--- config.mk ---
export PLATFORM = sky130hd
export DESIGN_NAME = frac_clk_div_flat
export DESIGN_NICKNAME = d
export VERILOG_FILES = /design/src/rtl/frac_clk_div_if.sv /design/src/rtl/frac_clk_div.sv /design/src/flat_wrapper.sv
export SDC_FILE = /design/constraint.sdc
export NUM_CORES = 1
export LEC_CHECK = 0
export BUFFER_PORTS_ARGS = -buffer_cell sky130_fd_sc_hd__buf_2
export CAP_MARGIN = 15
export CELL_PAD_IN_SITES_DETAIL_PLACEMENT = 1
export CELL_PAD_IN_SITES_GLOBAL_PLACEMENT = 1
export CORE_MARGIN = 2
export CORE_UTILIZATION = 50
export CTS_CLUSTER_SIZE = 30
export DETAILED_ROUTE_END_ITERATION = 10
export PLACE_DENSITY_LB_ADDON = 0.15
export SLEW_MARGIN = 20
export SYNTH_ARGS = -nofsm -noshare
export SYNTH_HDL_FRONTEND = slang
export SYNTH_SLANG_ARGS = --single-unit
--- constraint.sdc ---
create_clock -name clkin -period 7.4 [get_ports clkin]
set_clock_uncertainty 0.05 [all_clocks]
set_input_delay 0.74 -clock clkin [delete_from_list [all_inputs] [get_ports clkin]]
set_output_delay 0.74 -clock clkin [all_outputs]
set_load 0.01 [all_outputs]
--- src/rtl/frac_clk_div_if.sv ---
// -----------------------------------------------------------------------------
// frac_clk_div_if
//   Bundles the frequency control word and the generated clock of
//   frac_clk_div.
//   master : drives div, observes clkout (the upstream controller / bench)
//   slave  : consumes div, produces clkout (the divider itself)
// Signals
//   div     W  frequency control word, unsigned, may change at any time
//   clkout  1  generated clock
// -----------------------------------------------------------------------------
interface frac_clk_div_if #(
  parameter int W = 32
);
  logic [W-1:0] div;
  logic         clkout;

  modport master (output div, input clkout);
  modport slave  (input div, output clkout);
endinterface

--- src/rtl/frac_clk_div.sv ---
// -----------------------------------------------------------------------------
// frac_clk_div
//   Phase-accumulator fractional clock generator. Every clkin edge adds the
//   registered control word to a W-bit accumulator; the accumulator MSB is
//   the output clock, so f_out = f_clkin * div / 2**W. Control words above
//   2**(W-1) alias to 2**W - div.
// Ports
//   clkin    in  1  reference clock, rising edge
//   reset_n  in  1  asynchronous, active-low reset
//   bus      slave modport of frac_clk_div_if (div in, clkout out)
// -----------------------------------------------------------------------------
module frac_clk_div #(
  parameter int W = 32
) (
  input  logic          clkin,
  input  logic          reset_n,
  frac_clk_div_if.slave bus
);

  logic [W-1:0] div_q;
  logic [W-1:0] div_d;
  logic [W-1:0] acc_q;
  logic [W-1:0] acc_d;

  always_comb begin
    div_d = bus.div;
    // Modulo-2**W add: the carry out is the phase wrap and is dropped.
    acc_d = acc_q + div_q;
  end

  // Stage boundary: div is registered first, so a new word reaches acc one
  // edge after it is captured. acc is never cleared on a div change, which
  // keeps the output phase continuous.
  always_ff @(posedge clkin or negedge reset_n) begin
    if (!reset_n) begin
      div_q <= '0;
      acc_q <= '0;
    end else begin
      div_q <= div_d;
      acc_q <= acc_d;
    end
  end

  // Straight from the flop: glitch-free, no combinational path from div.
  assign bus.clkout = acc_q[W-1];

endmodule

--- src/flat_wrapper.sv ---
// flat-port wrapper written by rule: the top's interface ports become plain ports
module frac_clk_div_flat 
#(
  parameter int W = 32
)
  (clkin, reset_n, bus_div, bus_clkout);
  frac_clk_div_if #(.W(W)) bus_i ();
  input  logic clkin;
  input  logic reset_n;
  input wire logic [$bits(bus_i.div)-1:0] bus_div;
  output wire logic [$bits(bus_i.clkout)-1:0] bus_clkout;
  assign bus_i.div = bus_div;
  assign bus_clkout = bus_i.clkout;
  frac_clk_div #(.W(W)) u_core (.clkin(clkin), .reset_n(reset_n), .bus(bus_i));
endmodule
# Yosys cells after proc, flatten, opt, wreduce, memory -nomap -nowiden
# Cells that the tools add are included.
# totals
regBits	64
output_inout_bits	1
input_bits	34
# op_classes
addsub	1
# op_table
op	n
adder 32 bit	1

# Depth between registers and ports, before layout
# Gate-level depths: netlist (run 1).
# depth
ltp_word	1
depth_mapped	8
ltp_nobuf	8

# Worst setup path after synthesis (run 1)
# OpenSTA, ideal clock, no wires.
# synth_path
path_kind	flip-flop to flip-flop
from	register u_core.acc_q[0]
to	register u_core.acc_q[26]
arrival_ps	2344
required_ps	7281
setup_ps	69
path_stages_with_launch	9
slack_ps	4937
path_buffers	0
cell_sequence	dfrtp_1 ha_1 fa_1 a21o_1 a311oi_1 or4_4 a2111oi_4 or4_1 nand3_1
# synth_via
elab_chain_len	1
# synth_rtl
element	line_no	rtl
from (decl)	frac_clk_div.sv:22	logic [W-1:0] acc_q;
from (signal assigned)	frac_clk_div.sv:37	acc_q <= '0;
from (signal assigned)	frac_clk_div.sv:40	acc_q <= acc_d;
adder 32 bit	frac_clk_div.sv:28	acc_d = acc_q + div_q;
via u_core.acc_d[26]	frac_clk_div.sv:23	logic [W-1:0] acc_d;
# The timed path passes the listed nets, and every way through them passes these cells.

# Worst setup path after layout (run 1)
# layout_path
from	register u_core.acc_q[0]
to	register u_core.acc_q[18]
# Same word-level chain as after synthesis.

==> metrics.txt, run 1 <==
CTS H-tree lvls=3; crit start category=register; Post-synth EDFFs=0; Worst Tran Pin Value=0.796 ns; post-CTS setup buffers=0; register area=1600 sq um; worst skew pair latency=0.35 ns; RSZ-0062 raised after global routing=no; simple-gate share of the synthesized area=13.0%; Crit. End Element=register; WS Path Type=register to register; Tcrit/Tclk final=36.3%; PostCTS Resize Cnt=0; reg2reg start=u_core.acc_q[0]$_DFF_PN0_; largest family of logic cells by synthesized area=compound AO/OA/AOI/OAI gates; Worst Path Required=7.62 ns; Max Cap Violations=0; Max VDD drop=0.183 mV; CTS buffer count=9; CP Launch Point=u_core.acc_q[0]$_DFF_PN0_; Post-Synth Adder-Cell Area=11.2%; Setup violations, final=0; ratio of cells with drive above 1 in the final layout=17.1%; critical-path cell list=ha_1 > fa_1 > a21o_1 > a311o_1 > nand4_1 > a211oi_1 > o41ai_1 > xnor2_1; YS warnings=0; Synth Area in XOR/XNOR=5.52%; static leakage=0.00184 uW; CP arrival=2.91 ns; slowest CP cell=fa_1; Synth Area per Inst=10.8 sq um; vias in the first global route=2,870; # rows=31; total die area=7990 sq um; Routed Antenna Nets=0; Syn Std Cell Area=3650 sq um; hold buffer count at cts=0; WL per Instance=16.6 um; worst reg-to-reg path cell count=8; DRT Wirelength=7970 um; Synth-to-Final Area Change=10.8%; Root Driver=clkbuf_8; grt total ovfl=0; DR top layer=met4; Post-Route Setup TNS=0 ns; Largest stage delay, worst path=0.41 ns; Post-Syn Instances=339; Vias=2,741; post-synthesis mux area share=1.41%; diode count=0; status=completed; reg2reg end=u_core.acc_q[18]$_DFF_PN0_; Clock Tree Buf Depth=2; largest net degree at the start of global routing=65; fin crit period=2.69 ns; maximum net fanout on the critical path=4; met3 routed WL=242 um; Max Fclk=0.372 GHz; DP HPWL=6010 um; Critical Path End=u_core.acc_q[18]$_DFF_PN0_; TritonCTS clock tree=done; Design Power=1790 uW; Async SR Flop Fraction=100%; synth unique cells=67; All-Layer GR Usage=22.1%; GPL Wtd Cong=0.845; complex-gate fraction of the synthesized area=21.5%; Slew Limit Headroom=46.9%; fillers=813; top_reg_cell synth=dfrtp_1; fin nets=441; # clock sinks=64; first-pass GRT wire length=13,300 um; Starting Density=50.8%; endpoints failing hold=0; # DRC=0; initial DRC count=100; Multi-input gate area=1920 sq um; FF+latch count, synth=64; via/cell ratio=5.72; Hold Path Class=register to register; Synth Net Count=405; DR WL met2=3900 um; chip height=89.4 um; Seq/Total Area, Yosys=43.9%; clock slew at reported path FFs=0.08 ns; wl on met1=3720 um; First-pass DRT Iterations=4; Final Max Tran Viols=0; Reg2Reg Setup Slack=4.71 ns; Buffers on Ports=34; Top Ports=35; Die Span X=89.4 um; core area=7180 sq um; initial antenna violation count=0; Cell Pwr Density=443 nW/um^2
through the flow:
stage | hold slack, ns | area [sq um] | cells | util, % | setup WS [ns]
3_3_place_gp | 0.402 | 3860 | 463 | 53.8 | 4.82
6_report | 0.423 | 4040 | 479 | 56.3 | 4.71
3_5_place_dp | 0.410 | 3860 | 463 | 53.8 | 4.76
5_1_grt | 0.413 | 4040 | 479 | 56.3 | 4.60
2_1_floorplan | 0.393 | 3650 | 339 | - | 4.94
4_1_cts | 0.425 | 4040 | 479 | 56.3 | 4.72
registers in the layout, summed over array words and instances, names as in the netlist:
register and cells:
u_core.div_q 32, u_core.acc_q 32
per-layer routing:
| metal | track usage, % | up-vias |
|---|---|---|
| li1 | - | 1338 |
| met1 | 27.9 | 1356 |
| met2 | 37.3 | 36 |
| met3 | 5.91 | 11 |
| met4 | 6.24 | 0 |
| met5 | 0 | - |
synth_stat cells (2+ instances only):
master     count  area [sq um]
nand2_1       20          75.1
o21a_2         3          26.3
ha_1          31           388
inv_1         11          41.3
and3_1         2          12.5
a41oi_1        2          17.5
a211oi_1       6          45.0
and2_1         2          12.5
or2_1          2          12.5
o21ai_1        3          15.0
dfrtp_1       64          1600
clkbuf_1       5          18.8
a21oi_1       28           140
nor2b_1        3          18.8
mux2i_1        4          40.0
nand3_1        8          40.0
nand4_1        5          31.3
a31oi_1        2          12.5
nand2b_1       4          25.0
a21o_1        14           105
a211o_1        3          26.3
o21bai_1       3          22.5
and4_1         5          43.8
o31a_1         2          17.5
nor2_1        20          75.1
xor2_1        10          87.6
o211ai_1       5          37.5
o21a_1         4          30.0
xnor2_1       13           114
buf_4          2          15.0
a2111oi_0      2          17.5
nor3_1         4          20.0
or4_1          2          15.0
a311oi_1       2          17.5
o21ai_0       11          55.1
cells in the final DEF (no fill, tap or decap), types with 2 or more instances in the layout:
master / Yosys / routed
or2_1: 2 / 2
nor2b_1: 3 / 3
dfrtp_1: 64 / 64
a41oi_1: 2 / 2
nand2b_1: 4 / 4
nor3_1: 4 / 4
clkinvlp_4: 0 / 3
a31oi_1: 2 / 2
nand2_1: 20 / 20
a211o_1: 3 / 3
and3_1: 2 / 2
inv_1: 11 / 11
o21ai_0: 11 / 11
or4_1: 2 / 2
o31a_1: 2 / 2
o211ai_1: 5 / 5
inv_6: 0 / 2
nor2_1: 20 / 20
a211oi_1: 6 / 6
buf_2: 0 / 34
o21a_1: 4 / 4
xnor2_1: 13 / 13
a2111oi_0: 2 / 2
nand4_1: 5 / 5
nand3_1: 8 / 8
a311oi_1: 2 / 2
a21o_1: 14 / 14
and2_1: 2 / 2
o21a_2: 3 / 3
mux2i_1: 4 / 4
a21oi_1: 28 / 28
ha_1: 31 / 31
o21ai_1: 3 / 3
clkbuf_8: 0 / 9
xor2_1: 10 / 10
and4_1: 5 / 5
o21bai_1: 3 / 3
critical path: cells and delay by family (launching register included):
kind | cells | cell delay, ns
DFF | 1 | 0.37
xor gates and xnor gates | 1 | 0.18
and+or+nand+nor | 1 | 0.19
AOI/OAI and AO/OA | 4 | 1.17
adders and majority gates | 2 | 0.64
how the worst min path moves through the flow:
stage / from / endpoint / slack, ns / cells past startpoint
finish: u_core.div_q[0]$_DFF_PN0_ / u_core.acc_q[0]$_DFF_PN0_ / 0.42 / 1
global route: bus_div[1] / u_core.div_q[1]$_DFF_PN0_ / 0.41 / 1
CTS: bus_div[0] / u_core.div_q[0]$_DFF_PN0_ / 0.42 / 1
detailed placement: u_core.div_q[0]$_DFF_PN0_ / u_core.acc_q[0]$_DFF_PN0_ / 0.41 / 1
global placement: u_core.div_q[0]$_DFF_PN0_ / u_core.acc_q[0]$_DFF_PN0_ / 0.40 / 1
floorplan: reset_n / u_core.acc_q[0]$_DFF_PN0_ / 0.39 / 0
power breakdown:
part	total, uW	internal (uW)	switching [uW]
clock	268	123	145
combinational	1020	423	602
sequential	496	460	35.7
kinds of logic (layout without fill, tap and decap cells):
kind of cell,Yosys count,count (layout)
buf+inv,21,62
mux,5,5
fa+ha+maj,32,32
flops,64,64
simple gates,87,87
xor+xnor,23,23
compound gates,107,107
cell type report:
| cell class | instances | area share, % |
|---|---|---|
| multi-input cells | 254 | 47.5 |
| flip-flops and latches | 64 | 39.6 |
| repair buffers | 35 | 4.40 |
| clock buffers | 9 | 3.07 |
| well taps | 99 | 3.07 |
| clock inverters | 7 | 1.33 |
| inverters | 11 | 1.02 |
Note: power is estimated with default switching activity, not from simulation.
==> run 2: changes to the inputs <==
Settings changed: CORE_UTILIZATION 50 to 47.
Clock period 7.4 ns to 2.5 ns, I/O delays scaled along.
==> metrics.txt, run 2 (synthesis results as in run 1) <==
Top Ports=35 (unchanged); diode count=0 (unchanged); Max Fclk=0.405 GHz (was 0.372 GHz); # clock sinks=64 (unchanged); vias in the first global route=3,215 (was 2,870); CTS H-tree lvls=3 (unchanged); Worst path depth=8 (unchanged); GPL Wtd Cong=0.834 (was 0.845); RSZ-0062 raised after global routing=yes (was no); crit start category=register (unchanged); DP HPWL=6400 um (was 6010 um); ratio of cells with drive above 1 in the final layout=23.1% (was 17.1%); DRT Wirelength=9250 um (was 7970 um); Setup violations, final=0 (unchanged); Synth-to-Final Area Change=27.8% (was 10.8%); Root Driver=clkbuf_8 (unchanged); Starting Density=47.9% (was 50.8%); Max Cap Violations=0 (unchanged); Slew Limit Headroom=68.9% (was 46.9%); status=completed (unchanged); first-pass GRT wire length=15,800 um (was 13,300 um); Routed Antenna Nets=0 (unchanged); critical-path cell list=ha_2 > fa_2 > a21o_1 > a311oi_2 > or4_4 > a2111oi_4 > or4_1 > nand4_1 (was ha_1 > fa_1 > a21o_1 > a311o_1 > nand4_1 > a211oi_1 > o41ai_1 > xnor2_1); most frequent cells in the layout=dfrtp_1, buf_2, dlygate4sd3_1, a21oi_1, ha_1 (was dfrtp_1, buf_2, ha_1, a21oi_1); Min Hold Slack=0.416 ns (was 0.423 ns); Vias=2,996 (was 2,741); slowest CP cell=or4_1 (was fa_1); WS Path Type=register to register (unchanged); largest registers=u_core.acc_q (32), u_core.div_q (32) (unchanged); Final Max Tran Viols=0 (unchanged); grt total ovfl=0 (unchanged); WL per Instance=17.4 um (was 16.6 um); worst skew pair latency=0.35 ns (about the same); Worst Tran Pin Value=0.465 ns (was 0.796 ns); Buffers on Ports=34 (unchanged); First-pass DRT Iterations=4 (unchanged); crit path buf inv count=0 (unchanged); chip height=92.1 um (was 89.4 um); Max VDD drop=0.590 mV (was 0.183 mV); initial antenna violation count=0 (unchanged); CTS buffer count=9 (unchanged); pre-CTS setup slack=-0.0993 ns (was 4.76 ns); static leakage=0.00210 uW (was 0.00184 uW); Cell Pwr Density=1270 nW/um^2 (was 443 nW/um^2); CP arrival=2.70 ns (was 2.91 ns); endpoints failing hold=0 (unchanged); CP top delay family=simple AND/OR/NAND/NOR gates (was compound AO/OA/AOI/OAI gates); Hold Path Class=input port to async pin (was register to register); total die area=8480 sq um (was 7990 sq um); initial DRC count=55 (was 100); All-Layer GR Usage=23.6% (was 22.1%); Die Span X=92.1 um (was 89.4 um); via/cell ratio=5.64 (was 5.72); # DRC=0 (unchanged); TritonCTS clock tree=done (unchanged); largest net degree at the start of global routing=35 (was 65); # rows=32 (was 31); Clock Tree Buf Depth=2 (unchanged); Crit. End Element=register (unchanged); Largest stage delay, worst path=0.52 ns (was 0.41 ns); fin nets=490 (was 441); Worst Path Required=2.73 ns (was 7.62 ns); worst reg-to-reg path cell count=8 (unchanged); fin crit period=2.47 ns (was 2.69 ns); maximum net fanout on the critical path=4 (unchanged); commonest non-fill, non-tap cell in the layout=dfrtp_1 (unchanged); Tcrit/Tclk final=98.6% (was 36.3%); Design Power=5930 uW (was 1790 uW); clock slew at reported path FFs=0.08 ns (about the same); core area=7610 sq um (was 7180 sq um); worst setup margin=0.0338 ns (was 4.71 ns)
run 2: cell count changes in the layout (fill, tap and decap cells not counted), moves of 3 or more:
| cell | delta |
|---|---|
| dlygate4sd3_1 | +33 |
| buf_4 | +16 |
| ha_1 | -6 |
| clkinvlp_4 | -3 |
| ha_2 | +3 |
| ha_4 | +3 |
run 2: where the power goes:
| group | switching [uW] | leakage [uW] | internal, uW |
|---|---|---|---|
| clock network | 439 | 0.000117 | 594 |
| registers | 128 | 0.000746 | 1360 |
| logic | 1910 | 0.00123 | 1500 |
| total | 2480 | 0.00210 | 3460 |
run 2: worst paths after layout:
check | startpoint | endpoint | slack [ns]
min in group clkin | u_core.div_q[0]$_DFF_PN0_ | u_core.acc_q[0]$_DFF_PN0_ | 0.45
hold / removal | reset_n | u_core.acc_q[4]$_DFF_PN0_ | 0.42
setup reg to reg | u_core.acc_q[0]$_DFF_PN0_ | u_core.acc_q[30]$_DFF_PN0_ | 0.03
hold reg to reg | u_core.div_q[0]$_DFF_PN0_ | u_core.acc_q[0]$_DFF_PN0_ | 0.45
setup / recovery | u_core.acc_q[0]$_DFF_PN0_ | u_core.acc_q[30]$_DFF_PN0_ | 0.03
max in group asynchronous | reset_n | u_core.div_q[22]$_DFF_PN0_ | 1.68
run 2: area by class of cell:
class	count	area, sq um
clock inverters	6	91.3
flip-flops and latches	64	1600
fillers	840	2950
inverters	11	41.3
clock buffers	10	138
well taps	102	128
repair buffers	84	628
multi-input cells	254	2030
run 2: worst min-delay path, cell delays in order:
cell           delay, ns
dlygate4sd3_1       0.52
buf_2               0.11
buf_4               0.36
run 2: through the flow:
step | utilization, % | std cells | setup TNS [ns] | cell area (sq um)
after floorplan | - | 339 | 0 | 3650
after global placement | 52.2 | 480 | -0.101 | 3970
after detailed placement | 52.2 | 480 | -0.193 | 3970
after CTS | 59.9 | 529 | 0 | 4560
after global routing | 61.3 | 531 | -0.156 | 4660
final | 61.3 | 531 | 0 | 4660
run 2: per-layer routing:
layer | track usage, % | routed length [um]
met5 | 0 | 0
met4 | 7.46 | 163
met1 | 28.8 | 4020
met2 | 42.2 | 4850
met3 | 4.52 | 206
run 2: timing repair:
item / in CTS / in global routing
hold endpoints to repair: 96 / 0
setup endpoints to repair: 4 / 9
hold buffers: 33 / 0
setup buffers: 0 / 2
resized for setup: 5 / 17
pin swaps: 5 / 9
==> run 3: changes to the inputs <==
Settings changed: CELL_PAD_IN_SITES_DETAIL_PLACEMENT 1 to 0.
==> metrics.txt, run 3 (synthesis results as in run 1) <==
# DRC=0 (unchanged); GPL Wtd Cong=0.834 (unchanged); Worst Path Required=2.73 ns (about the same); commonest non-fill, non-tap cell in the layout=dfrtp_1 (unchanged); WS Path Type=register to register (unchanged); CP Launch Point=u_core.acc_q[0]$_DFF_PN0_ (unchanged); initial antenna violation count=0 (unchanged); most frequent cells in the layout=dfrtp_1, buf_2, dlygate4sd3_1, a21oi_1, ha_1 (unchanged); Hold Path Class=input port to async pin (unchanged); DP HPWL=5600 um (was 6400 um); CTS buffer count=9 (unchanged); Die Span X=92.1 um (unchanged); Root Driver=clkbuf_8 (unchanged); Max Cap Violations=0 (unchanged); core area=7610 sq um (unchanged); Worst Tran Pin Value=0.410 ns (was 0.465 ns); Slew Limit Headroom=72.7% (was 68.9%); RSZ-0062 raised after global routing=yes (unchanged); CTS H-tree lvls=3 (unchanged); Clock Tree Buf Depth=2 (unchanged); Max VDD drop=0.631 mV (was 0.590 mV); Crit. End Element=register (unchanged); Design Power=5680 uW (was 5930 uW); Max Fclk=0.413 GHz (was 0.405 GHz); worst skew pair latency=0.35 ns (about the same); First-pass DRT Iterations=4 (unchanged); WL per Instance=14.7 um (was 17.4 um); endpoints failing hold=0 (unchanged); All-Layer GR Usage=20.2% (was 23.6%); # rows=32 (unchanged); status=completed (unchanged); worst setup margin=0.0761 ns (was 0.0338 ns); pre-CTS setup slack=-0.0844 ns (was -0.0993 ns); Tcrit/Tclk final=97.0% (was 98.6%); Cell Pwr Density=1230 nW/um^2 (was 1270 nW/um^2); initial DRC count=139 (was 55); Vias=2,898 (was 2,996); diode count=0 (unchanged); Synth-to-Final Area Change=26.5% (was 27.8%); Final Max Tran Viols=0 (unchanged); Setup violations, final=0 (unchanged); fin crit period=2.42 ns (was 2.47 ns); first-pass GRT wire length=13,500 um (was 15,800 um); total die area=8480 sq um (unchanged); Starting Density=47.9% (unchanged); chip height=92.1 um (unchanged); # clock sinks=64 (unchanged); maximum net fanout on the critical path=3 (was 4); largest registers=u_core.acc_q (32), u_core.div_q (32) (unchanged); via/cell ratio=5.45 (was 5.64); crit start category=register (unchanged); static leakage=0.00208 uW (was 0.00210 uW); clock slew at reported path FFs=0.08 ns (about the same); vias in the first global route=2,937 (was 3,215); DRT Wirelength=7800 um (was 9250 um); TritonCTS clock tree=done (unchanged); ratio of cells with drive above 1 in the final layout=22.1% (was 23.1%); Top Ports=35 (unchanged); largest net degree at the start of global routing=35 (unchanged); CP arrival=2.65 ns (was 2.70 ns); reg2reg start=u_core.acc_q[0]$_DFF_PN0_ (unchanged); Buffers on Ports=34 (unchanged); Routed Antenna Nets=0 (unchanged); fin nets=491 (was 490); grt total ovfl=0 (unchanged); Post-Route Setup TNS=0 ns (unchanged)
==> run 3: changes by cell type in the layout (fill, tap and decap cells not counted), sizes merged <==
cell and delta:
clkbuf +1, inv -1, clkinvlp +1, bufinv -1, buf +1
==> run 3: area by class of cell <==
cell class,count,area [sq um]
well taps,102,128
clock buffers,11,141
flip-flops and latches,64,1600
repair buffers,85,636
multi-input cells,254,2010
inverters,11,41.3
clock inverters,5,56.3
fillers,676,2990
==> run 3: power by group <==
group / leakage [uW] / internal [uW] / switching, uW
Combinational: 0.00124 / 1490 / 1790
Clock: 0.0000993 / 486 / 421
Sequential: 0.000746 / 1360 / 125
Total: 0.00208 / 3340 / 2330
==> run 3: worst max-delay path: stages, from the launching register on <==
cell and delay, ns:
dfrtp_1 0.38, ha_2 0.20, fa_2 0.36, a21o_1 0.22, a311o_1 0.29, nand4_1 0.18
buf_4 0.16, a211oi_2 0.09, o2111a_1 0.26, nor3_1 0.16
==> run 3: path summary, 6_finish.rpt <==
| kind | endpoint | slack, ns | cells past startpoint |
|---|---|---|---|
| hold / removal | u_core.div_q[3]$_DFF_PN0_ | 0.40 | 3 |
| setup / recovery | u_core.acc_q[28]$_DFF_PN0_ | 0.08 | 9 |
| max in group asynchronous | u_core.div_q[22]$_DFF_PN0_ | 1.68 | 3 |
| setup reg to reg | u_core.acc_q[28]$_DFF_PN0_ | 0.08 | 9 |
| hold reg to reg | u_core.acc_q[0]$_DFF_PN0_ | 0.46 | 1 |
| min in group clkin | u_core.acc_q[0]$_DFF_PN0_ | 0.46 | 1 |
==> run 3: routing by layer <==
metal	global-route usage [%]	wire length [um]	share of wire, %	up-vias
met5	0	0	0	-
met4	6.22	79	1.0	0
met3	6.08	334	4.3	6
met2	32.9	3740	48	67
met1	26.0	3650	47	1394
li1	-	-	-	1431
==> run 3: repair_timing <==
| item | CTS | global route |
|---|---|---|
| hold endpoints to repair | 96 | 0 |
| hold buffers | 33 | 0 |
| resized for setup | 4 | 14 |
| pin swaps | 6 | 10 |
| buffers inserted | 1 | 2 |
| endpoints found under the setup margin | 3 | 13 |
==> run 3: through the flow <==
stage | hold slack [ns] | utilization (%) | area, sq um | instances
global route | 0.440 | 60.6 | 4610 | 532
finish | 0.396 | 60.6 | 4610 | 532
floorplan | -0.0956 | - | 3650 | 339
global placement | 0.249 | 52.2 | 3970 | 480
detailed placement | 0.255 | 52.2 | 3970 | 480
CTS | 0.408 | 59.5 | 4530 | 530
